$ cat config.mk
export PLATFORM = sky130hd
export DESIGN_NAME = conv_out_writer_flat
export DESIGN_NICKNAME = d
export VERILOG_FILES = /design/src/rtl/cnn_pkg.sv /design/src/rtl/conv_out_writer_if.sv /design/src/rtl/conv_out_writer_mac.sv /design/src/rtl/conv_out_writer.sv /design/src/flat_wrapper.sv
export SDC_FILE = /design/constraint.sdc
export NUM_CORES = 1
export LEC_CHECK = 0
export ABC_CLOCK_PERIOD_IN_PS = 7100
export CORE_AREA = 2 2 194 196
export CTS_CLUSTER_DIAMETER = 200
export DETAILED_ROUTE_END_ITERATION = 10
export DIE_AREA = 0 0 196 198
export GPL_ROUTABILITY_DRIVEN = 0
export SLEW_MARGIN = 20
export SYNTH_ARGS = -nofsm -noshare
export SYNTH_HDL_FRONTEND = slang
export SYNTH_SLANG_ARGS = --single-unit
$ cat constraint.sdc
create_clock -name clk -period 7.1 [get_ports clk]
set_input_delay 1.42 -clock clk [delete_from_list [all_inputs] [get_ports clk]]
set_output_delay 1.42 -clock clk [all_outputs]
set_load 0.05 [all_outputs]
$ cat src/rtl/cnn_pkg.sv
`default_nettype none
// =============================================================================
// Module   : cnn_pkg
// Brief    : Shared widths, FSM state encoding and ReLU/saturation helper for
//            the convolution write path.
// Revision : 1.0
// =============================================================================
package cnn_pkg;

    localparam int DATA_W = 8;
    localparam int ACC_W  = 24;
    localparam int OUT_W  = 16;
    localparam int ADDR_W = 18;
    localparam int DIM_W  = 9;
    localparam int K_W    = 10;
    localparam int N_MAX  = 1023;

    typedef enum logic [1:0] {
        IDLE  = 2'd0,
        ACCUM = 2'd1,
        WRITE = 2'd2,
        FIN   = 2'd3
    } state_t;

    // Works on a 64-bit sign-extended value so it serves any ACC_W/OUT_W pair.
    function automatic logic signed [63:0] relu_sat(
        input logic signed [63:0] v,
        input int                 out_w,
        input logic               relu_en
    );
        logic signed [63:0] hi;
        logic signed [63:0] lo;
        logic signed [63:0] r;
        hi = (64'sd1 <<< (out_w - 1)) - 64'sd1;
        lo = -hi - 64'sd1;
        r  = v;
        if (relu_en && (v < 64'sd0)) begin
            r = 64'sd0;
        end
        if (r > hi) begin
            r = hi;
        end else if (r < lo) begin
            r = lo;
        end
        return r;
    endfunction

endpackage
`default_nettype wire

$ cat src/rtl/conv_out_writer_if.sv
`default_nettype none
// =============================================================================
// Module   : conv_out_writer_if
// Brief    : Operand stream (pixel/weight pairs) and output-RAM write port.
// Revision : 1.0
// =============================================================================
interface conv_out_writer_if #(
    parameter int DATA_W = cnn_pkg::DATA_W,
    parameter int OUT_W  = cnn_pkg::OUT_W,
    parameter int ADDR_W = cnn_pkg::ADDR_W
);
    logic                     in_valid;
    logic                     in_ready;
    logic signed [DATA_W-1:0] pix_data;
    logic signed [DATA_W-1:0] wt_data;
    logic                     wr_en;
    logic [ADDR_W-1:0]        wr_addr;
    logic signed [OUT_W-1:0]  wr_data;

    modport master (
        output in_valid, pix_data, wt_data,
        input  in_ready, wr_en, wr_addr, wr_data
    );

    modport slave (
        input  in_valid, pix_data, wt_data,
        output in_ready, wr_en, wr_addr, wr_data
    );
endinterface
`default_nettype wire

$ cat src/rtl/conv_out_writer_mac.sv
`default_nettype none
// =============================================================================
// Module   : conv_mac
// Brief    : Signed multiply-accumulate with clear/enable and a registered
//            ReLU + saturation output stage.
// Revision : 1.0
// =============================================================================
module conv_mac #(
    parameter int DATA_W  = cnn_pkg::DATA_W,
    parameter int ACC_W   = cnn_pkg::ACC_W,
    parameter int OUT_W   = cnn_pkg::OUT_W,
    parameter int RELU_EN = 1
) (
    input  logic                     clk,
    input  logic                     rst,
    input  logic                     clr,
    input  logic                     en,
    input  logic                     load,
    input  logic signed [DATA_W-1:0] pix,
    input  logic signed [DATA_W-1:0] wt,
    output logic signed [OUT_W-1:0]  result
);
    import cnn_pkg::*;

    logic signed [2*DATA_W-1:0] w_prod;
    logic signed [ACC_W-1:0]    w_acc_nxt;
    logic signed [ACC_W-1:0]    r_acc;
    logic signed [OUT_W-1:0]    r_result;

    assign w_prod    = pix * wt;
    assign w_acc_nxt = r_acc + ACC_W'(w_prod);

    always_ff @(posedge clk) begin
        if (rst) begin
            r_acc    <= '0;
            r_result <= '0;
        end else begin
            if (clr) begin
                r_acc <= '0;
            end else if (en) begin
                r_acc <= w_acc_nxt;
            end
            // The result is taken from the sum including the final product,
            // so it is ready in the same cycle the write strobe rises.
            if (load) begin
                r_result <= OUT_W'(relu_sat(64'(w_acc_nxt), OUT_W, (RELU_EN != 0)));
            end
        end
    end

    assign result = r_result;

endmodule
`default_nettype wire

$ cat src/rtl/conv_out_writer.sv
`default_nettype none
// =============================================================================
// Module   : conv_out_writer
// Brief    : Accumulates one kernel window of operand pairs and writes the
//            post-processed result to the output map in raster order.
// Revision : 1.0
// =============================================================================
module conv_out_writer #(
    parameter int DATA_W  = cnn_pkg::DATA_W,
    parameter int ACC_W   = cnn_pkg::ACC_W,
    parameter int OUT_W   = cnn_pkg::OUT_W,
    parameter int RELU_EN = 1
) (
    input  logic                      clk,
    input  logic                      rst,
    input  logic                      start,
    input  logic [cnn_pkg::DIM_W-1:0] ht_sm,
    input  logic [cnn_pkg::DIM_W-1:0] wt_sm,
    input  logic [cnn_pkg::DIM_W-1:0] ht_lg,
    input  logic [cnn_pkg::DIM_W-1:0] wt_lg,
    conv_out_writer_if.slave          bus,
    output logic                      busy,
    output logic                      layer_done,
    output logic                      cfg_err
);
    import cnn_pkg::*;

    state_t              r_state;
    state_t              w_state_nxt;
    logic [2*DIM_W-1:0]  w_n;
    logic                w_geom_ok;
    logic                w_start_ok;
    logic                w_last_k;
    logic                w_more_x;
    logic                w_more_y;
    logic [ADDR_W-1:0]   w_addr;
    logic [K_W-1:0]      r_k;
    logic [K_W-1:0]      r_n_m1;
    logic [DIM_W-1:0]    r_ox;
    logic [DIM_W-1:0]    r_oy;
    logic [DIM_W-1:0]    r_ow;
    logic [DIM_W-1:0]    r_oh;
    logic [ADDR_W-1:0]   r_wr_addr;
    logic                r_cfg_err;
    logic                w_mac_clr;
    logic                w_mac_en;
    logic                w_mac_load;
    logic                w_in_ready;
    logic                w_wr_en;
    logic                w_busy;
    logic                w_layer_done;
    logic signed [OUT_W-1:0] w_result;

    assign w_n       = ht_sm * wt_sm;
    assign w_geom_ok = (ht_sm != '0) && (wt_sm != '0) &&
                       (wt_sm <= wt_lg) && (ht_sm <= ht_lg) &&
                       (w_n <= (2*DIM_W)'(N_MAX));
    assign w_start_ok = (r_state == IDLE) && start && w_geom_ok;
    assign w_last_k   = (r_k == r_n_m1);
    assign w_more_x   = (r_ox < (r_ow - 1'b1));
    assign w_more_y   = (r_oy < (r_oh - 1'b1));
    assign w_addr     = ADDR_W'(r_ox) + ADDR_W'(r_oy) * ADDR_W'(r_ow);

    always_ff @(posedge clk) begin
        if (rst) begin
            r_state <= IDLE;
        end else begin
            r_state <= w_state_nxt;
        end
    end

    always_comb begin
        w_state_nxt  = r_state;
        w_in_ready   = 1'b0;
        w_wr_en      = 1'b0;
        w_busy       = 1'b0;
        w_layer_done = 1'b0;
        w_mac_clr    = 1'b0;
        w_mac_en     = 1'b0;
        w_mac_load   = 1'b0;
        case (r_state)
            IDLE: begin
                if (w_start_ok) begin
                    w_mac_clr   = 1'b1;
                    w_state_nxt = ACCUM;
                end
            end
            ACCUM: begin
                w_in_ready = 1'b1;
                w_busy     = 1'b1;
                if (bus.in_valid) begin
                    w_mac_en = 1'b1;
                    if (w_last_k) begin
                        w_mac_load  = 1'b1;
                        w_state_nxt = WRITE;
                    end
                end
            end
            WRITE: begin
                w_wr_en     = 1'b1;
                w_busy      = 1'b1;
                w_mac_clr   = 1'b1;
                w_state_nxt = (w_more_x || w_more_y) ? ACCUM : FIN;
            end
            FIN: begin
                w_layer_done = 1'b1;
                w_state_nxt  = IDLE;
            end
            default: begin
                w_state_nxt = IDLE;
            end
        endcase
    end

    always_ff @(posedge clk) begin
        if (rst) begin
            r_k       <= '0;
            r_n_m1    <= '0;
            r_ox      <= '0;
            r_oy      <= '0;
            r_ow      <= '0;
            r_oh      <= '0;
            r_wr_addr <= '0;
            r_cfg_err <= 1'b0;
        end else begin
            r_cfg_err <= (r_state == IDLE) && start && !w_geom_ok;
            if (w_start_ok) begin
                r_n_m1 <= K_W'(w_n - 1'b1);
                r_ow   <= wt_lg - wt_sm + 1'b1;
                r_oh   <= ht_lg - ht_sm + 1'b1;
                r_k    <= '0;
                r_ox   <= '0;
                r_oy   <= '0;
            end
            if (w_mac_en) begin
                r_k <= r_k + 1'b1;
            end
            if (w_mac_load) begin
                r_wr_addr <= w_addr;
            end
            if (w_wr_en) begin
                r_k <= '0;
                if (w_more_x) begin
                    r_ox <= r_ox + 1'b1;
                end else if (w_more_y) begin
                    r_ox <= '0;
                    r_oy <= r_oy + 1'b1;
                end
            end
        end
    end

    conv_mac #(
        .DATA_W  (DATA_W),
        .ACC_W   (ACC_W),
        .OUT_W   (OUT_W),
        .RELU_EN (RELU_EN)
    ) u_mac (
        .clk    (clk),
        .rst    (rst),
        .clr    (w_mac_clr),
        .en     (w_mac_en),
        .load   (w_mac_load),
        .pix    (bus.pix_data),
        .wt     (bus.wt_data),
        .result (w_result)
    );

    assign bus.in_ready = w_in_ready;
    assign bus.wr_en    = w_wr_en;
    assign bus.wr_addr  = r_wr_addr;
    assign bus.wr_data  = w_result;
    assign busy         = w_busy;
    assign layer_done   = w_layer_done;
    assign cfg_err      = r_cfg_err;

endmodule
`default_nettype wire

$ cat src/flat_wrapper.sv
// flat-port wrapper written by rule: the top's interface ports become plain ports
module conv_out_writer_flat import cnn_pkg::*;
#(
    parameter int DATA_W  = cnn_pkg::DATA_W,
    parameter int ACC_W   = cnn_pkg::ACC_W,
    parameter int OUT_W   = cnn_pkg::OUT_W,
    parameter int RELU_EN = 1
)
  (clk, rst, start, ht_sm, wt_sm, ht_lg, wt_lg, busy, layer_done, cfg_err, bus_in_valid, bus_pix_data, bus_wt_data, bus_in_ready, bus_wr_en, bus_wr_addr, bus_wr_data);
  conv_out_writer_if #(.DATA_W(DATA_W), .OUT_W(OUT_W)) bus_i ();
  input  logic clk;
  input  logic rst;
  input  logic start;
  input  logic [cnn_pkg::DIM_W-1:0] ht_sm;
  input  logic [cnn_pkg::DIM_W-1:0] wt_sm;
  input  logic [cnn_pkg::DIM_W-1:0] ht_lg;
  input  logic [cnn_pkg::DIM_W-1:0] wt_lg;
  output logic busy;
  output logic layer_done;
  output logic cfg_err;
  input wire logic [$bits(bus_i.in_valid)-1:0] bus_in_valid;
  input wire logic [$bits(bus_i.pix_data)-1:0] bus_pix_data;
  input wire logic [$bits(bus_i.wt_data)-1:0] bus_wt_data;
  output wire logic [$bits(bus_i.in_ready)-1:0] bus_in_ready;
  output wire logic [$bits(bus_i.wr_en)-1:0] bus_wr_en;
  output wire logic [$bits(bus_i.wr_addr)-1:0] bus_wr_addr;
  output wire logic [$bits(bus_i.wr_data)-1:0] bus_wr_data;
  assign bus_i.in_valid = bus_in_valid;
  assign bus_i.pix_data = bus_pix_data;
  assign bus_i.wt_data = bus_wt_data;
  assign bus_in_ready = bus_i.in_ready;
  assign bus_wr_en = bus_i.wr_en;
  assign bus_wr_addr = bus_i.wr_addr;
  assign bus_wr_data = bus_i.wr_data;
  conv_out_writer #(.DATA_W(DATA_W), .ACC_W(ACC_W), .OUT_W(OUT_W), .RELU_EN(RELU_EN)) u_core (.clk(clk), .rst(rst), .start(start), .ht_sm(ht_sm), .wt_sm(wt_sm), .ht_lg(ht_lg), .wt_lg(wt_lg), .bus(bus_i), .busy(busy), .layer_done(layer_done), .cfg_err(cfg_err));
endmodule
==> out/summary.txt <==
Fraction of met2 tracks used by global routing: 0.365
Yosys warning count: 0
Clock Latency Late Sink: 430 ps
Number of violations reported at the end of detailed-routing iteration 0: 693
Number of hold violations in the final report: 0
Total gr overflow: 0
Share of synthesized registers carrying an async set or reset: 0
Leak: 0.00967 uW
R2r endpoint: u_core.bus.wr_addr[17]
Parity-gate share of the synthesized area counting xor and xnor cells: 0.0490
Launch point of the worst reg-to-reg path: u_core.r_oy[3]
Chip height: 198 um
Met1 Track Usage GR: 0.298
Total number of vias: 13250
Die area: 0.0388 mm^2
Number of primary I/O pins: 95
Number of I/O port buffers: 94
Worst min path class: reg2reg
CP Launch Type: input pin
Compound-Gate Fraction of Synth Area: 0.0952
Area Growth Syn to Fin: 18.9%
Number of distinct library cell variants in the gate-level netlist after synthesis: 59
Worst Hold Endpoint: u_core.bus.wr_addr[8]
Post-detailed-route count of antenna-violating nets: 0
Post-detailed-route DRC marker count: 0
Antenna Diode Count: 0
Library cell used as clock root buffer: sky130_fd_sc_hd__clkbuf_16
Setup repair after global routing missed its margin: no
Total area of multi-input combinational cells: 0.0126 mm^2
Data required time at the worst endpoint: 7390 ps
Area share of and/or/nand/nor cells after synthesis: 0.182
Synthesized area per cell: 8.61 um^2
Combined global-route utilization of all metal layers: 0.217
CTS tree: yes
Number of flops mapped to enable cells by yosys: 0
Number of rows created at floorplan: 71
Final std cell area, no fill: 0.0193 mm^2
Sequential element share of the synthesized area: 0.144
Status: finished clean
Summed instance area of the synthesized netlist: 0.0163 mm^2
Vias in the first global route: 13600
Arrival time reported for the critical path endpoint: 7110 ps
Most frequent standard cell in the layout excluding fill and tap cells: sky130_fd_sc_hd__inv_1
Filler-free cell count of the finished design: 2568
Final routed wirelength across all metal layers: 39.8 mm
Share of the clock period used by the worst path after layout: 0.962
Inst Count DP: 2535
Worst-case clock skew: 12.8 ps
Placed Instance Area: 0.0187 mm^2
Fin Hold WS: 448 ps
Number of antenna violations at the first check in global routing: 0
Vias per cell: 5.16
R2R cell count: 15
Dpl hpwl: 32.6 mm
FF/Latch Area: 0.00234 mm^2
Fraction of met3 tracks used by global routing: 0.0307
Peak supply drop: 0.350 mV
Worst-path clk slew: 50 ps
Post-layout minimum cycle time: 6830 ps
Die Width: 196 um
Setup slack of the worst register-to-register path: 1490 ps
Fraction of final layout cells with drive strength greater than 1: 0.0907
Highest clock rate: 146 MHz
CTS Buf Count: 17
Mux contribution to synthesized area: 0.0192
Hold path startpoint: u_core.bus.wr_addr[8]
Pin count of the biggest net entering global routing: 47
Routed length per instance: 15.5 um
Top fanout value on the critical path: 30
Dominant combinational cell family by area after synthesis: adder cells
Placeable Area: 0.0370 mm^2
Global-route wire length before repair: 68.2 mm
Slew headroom: 0.522
Worst setup EP type: flop
Cell area power density: 304 mW/mm^2
Clock Sink Count: 117
Synthesized instance count: 1890
Commonest cells after routing, fill and taps aside: sky130_fd_sc_hd__inv_1 (290), sky130_fd_sc_hd__nand2_1 (238), sky130_fd_sc_hd__ha_1 (214), sky130_fd_sc_hd__fa_1 (212), sky130_fd_sc_hd__buf_4 (138)
Net count reported at finish: 2564
Pins over their slew limit: 0
Final Util: 0.523
H-tree depth reported by CTS: 4
Slew at the pin closest to its max-slew limit: 716 ps
Post-Syn Nets: 2373
Top flip-flop cell by instance count after synthesis: sky130_fd_sc_hd__dfxtp_1
Maximum clock insertion buffer count: 2
Post-Synth Adder-Cell Area: 0.427
Number of synthesized register bits: 117
Effective utilization at floorplan: 0.440
Number of stages on the worst hold path: 2
Filler cell count: 3524
Most used routing layer: met2
Final-report setup violation count: 0
Router iterations before antenna repair: 5
MaxCap Viol Count: 0
Classification of the worst setup path: in2reg
## where the power goes
group	switching, uW	internal, uW	leakage, uW	total [uW]
Combinational	2260	2010	0.00843	4270
Clock	320	561	0.000296	881
Sequential	28.6	693	0.000942	721
Total	2610	3260	0.00967	5880
## repair_timing
item / in CTS / in global routing
hold buffers: 0 / 0
resized for setup: 0 / 8
endpoints found under the setup margin: 0 / 68
buffers inserted: 0 / 1
## registers in the layout, indices dropped and copies added (netlist names)
| register | count |
|---|---|
| u_core.bus.wr_addr | 18 |
| u_core.cfg_err | 1 |
| u_core.r_k | 10 |
| u_core.r_n_m1 | 10 |
| u_core.r_oh | 9 |
| u_core.r_ow | 9 |
| u_core.r_ox | 9 |
| u_core.r_oy | 9 |
| u_core.r_state | 2 |
| u_core.u_mac.r_acc | 24 |
| u_core.u_mac.result | 16 |
## kinds of logic (layout without fill, tap and decap cells)
kind of cell,count (synthesis),in the layout
xor+xnor,91,91
simple gates,615,615
compound gates,250,250
flops,117,117
mux,31,31
buf+inv,359,563
fa+ha+maj,427,427
## how the worst max path moves through the flow
stage | cells past startpoint | from | slack, ps | to
6_report | 23 | ht_sm[5] | 270 | u_core.r_ox[3]
5_1_grt | 21 | bus_wt_data[0] | 20 | u_core.u_mac.result[0]
4_1_cts | 22 | wt_sm[4] | 70 | u_core.r_ox[3]
3_5_place_dp | 22 | wt_sm[4] | -370 | u_core.r_ox[6]
3_3_place_gp | 22 | wt_sm[4] | -320 | u_core.r_ox[6]
2_1_floorplan | 18 | bus_wt_data[0] | 340 | u_core.u_mac.r_acc[22]
## synthesized netlist by cell type, drive strengths merged, types with 3 or more instances
cell type | n | area [um^2]
inv | 290 | 1090
nand2 | 239 | 897
ha | 214 | 2680
fa | 213 | 4260
dfxtp | 117 | 2340
nor2 | 100 | 375
a21oi | 85 | 425
and2 | 83 | 519
xnor2 | 60 | 526
clkbuf | 58 | 218
o21ai | 53 | 265
nand3 | 41 | 205
nor3 | 41 | 205
xor2 | 31 | 272
mux2i | 30 | 300
a31oi | 21 | 131
a21o | 19 | 143
nand2b | 15 | 93.8
or3 | 14 | 87.6
a211oi | 13 | 97.6
and3 | 13 | 81.3
nand4 | 13 | 87.6
nor2b | 13 | 81.3
o211ai | 10 | 75.1
buf | 9 | 41.3
nor4 | 9 | 71.3
o21a | 9 | 67.6
or2 | 8 | 50.1
o21bai | 7 | 52.6
nor3b | 6 | 45.0
o31ai | 6 | 45.0
and4 | 4 | 35.0
nand3b | 4 | 30.0
a21boi | 3 | 22.5
a221o | 3 | 30.0
a221oi | 3 | 26.3
and3b | 3 | 26.3
nor4b | 3 | 26.3
or4 | 3 | 22.5
## per-stage QoR
stage | TNS (ps) | worst slack [ps] | total power, uW
after floorplan | 0 | 337 | 3340
after global placement | -15340 | -325 | 4940
after detailed placement | -20060 | -368 | 4960
after CTS | 0 | 68.7 | 5890
after global routing | 0 | 17.9 | 6440
final | 0 | 273 | 5880
## critical path: stages
cell	delay, ps
sky130_fd_sc_hd__clkdlybuf4s50_1	680
sky130_fd_sc_hd__buf_4	220
sky130_fd_sc_hd__nand2_1	70
sky130_fd_sc_hd__fa_1	460
sky130_fd_sc_hd__fa_1	510
sky130_fd_sc_hd__inv_1	40
sky130_fd_sc_hd__ha_1	270
sky130_fd_sc_hd__inv_1	50
sky130_fd_sc_hd__fa_1	520
sky130_fd_sc_hd__inv_1	60
sky130_fd_sc_hd__fa_1	440
sky130_fd_sc_hd__a211oi_1	350
sky130_fd_sc_hd__o21ai_0	170
sky130_fd_sc_hd__xor2_1	180
sky130_fd_sc_hd__a2111oi_2	350
sky130_fd_sc_hd__o211ai_1	190
sky130_fd_sc_hd__nor4_4	240
sky130_fd_sc_hd__buf_4	190
sky130_fd_sc_hd__nand4_4	110
sky130_fd_sc_hd__buf_12	200
sky130_fd_sc_hd__nand3b_1	100
sky130_fd_sc_hd__buf_4	170
sky130_fd_sc_hd__a31oi_1	90
## final cells by class
type / instances / share of cell area
multi-input combinational: 1414 / 0.651
clock buffer: 24 / 0.0259
inverter: 292 / 0.0567
clock inverter: 8 / 0.00498
sequential: 117 / 0.121
tap: 474 / 0.0307
timing repair buffer: 239 / 0.109
## per-layer routing
layer / vias to the layer above / wire [um]
met3: 32 / 1670
met4: 0 / 561
met2: 273 / 18600
met1: 6438 / 18900
li1: 6507 / -
met5: - / 0
Power figures use the tool's default switching activity.
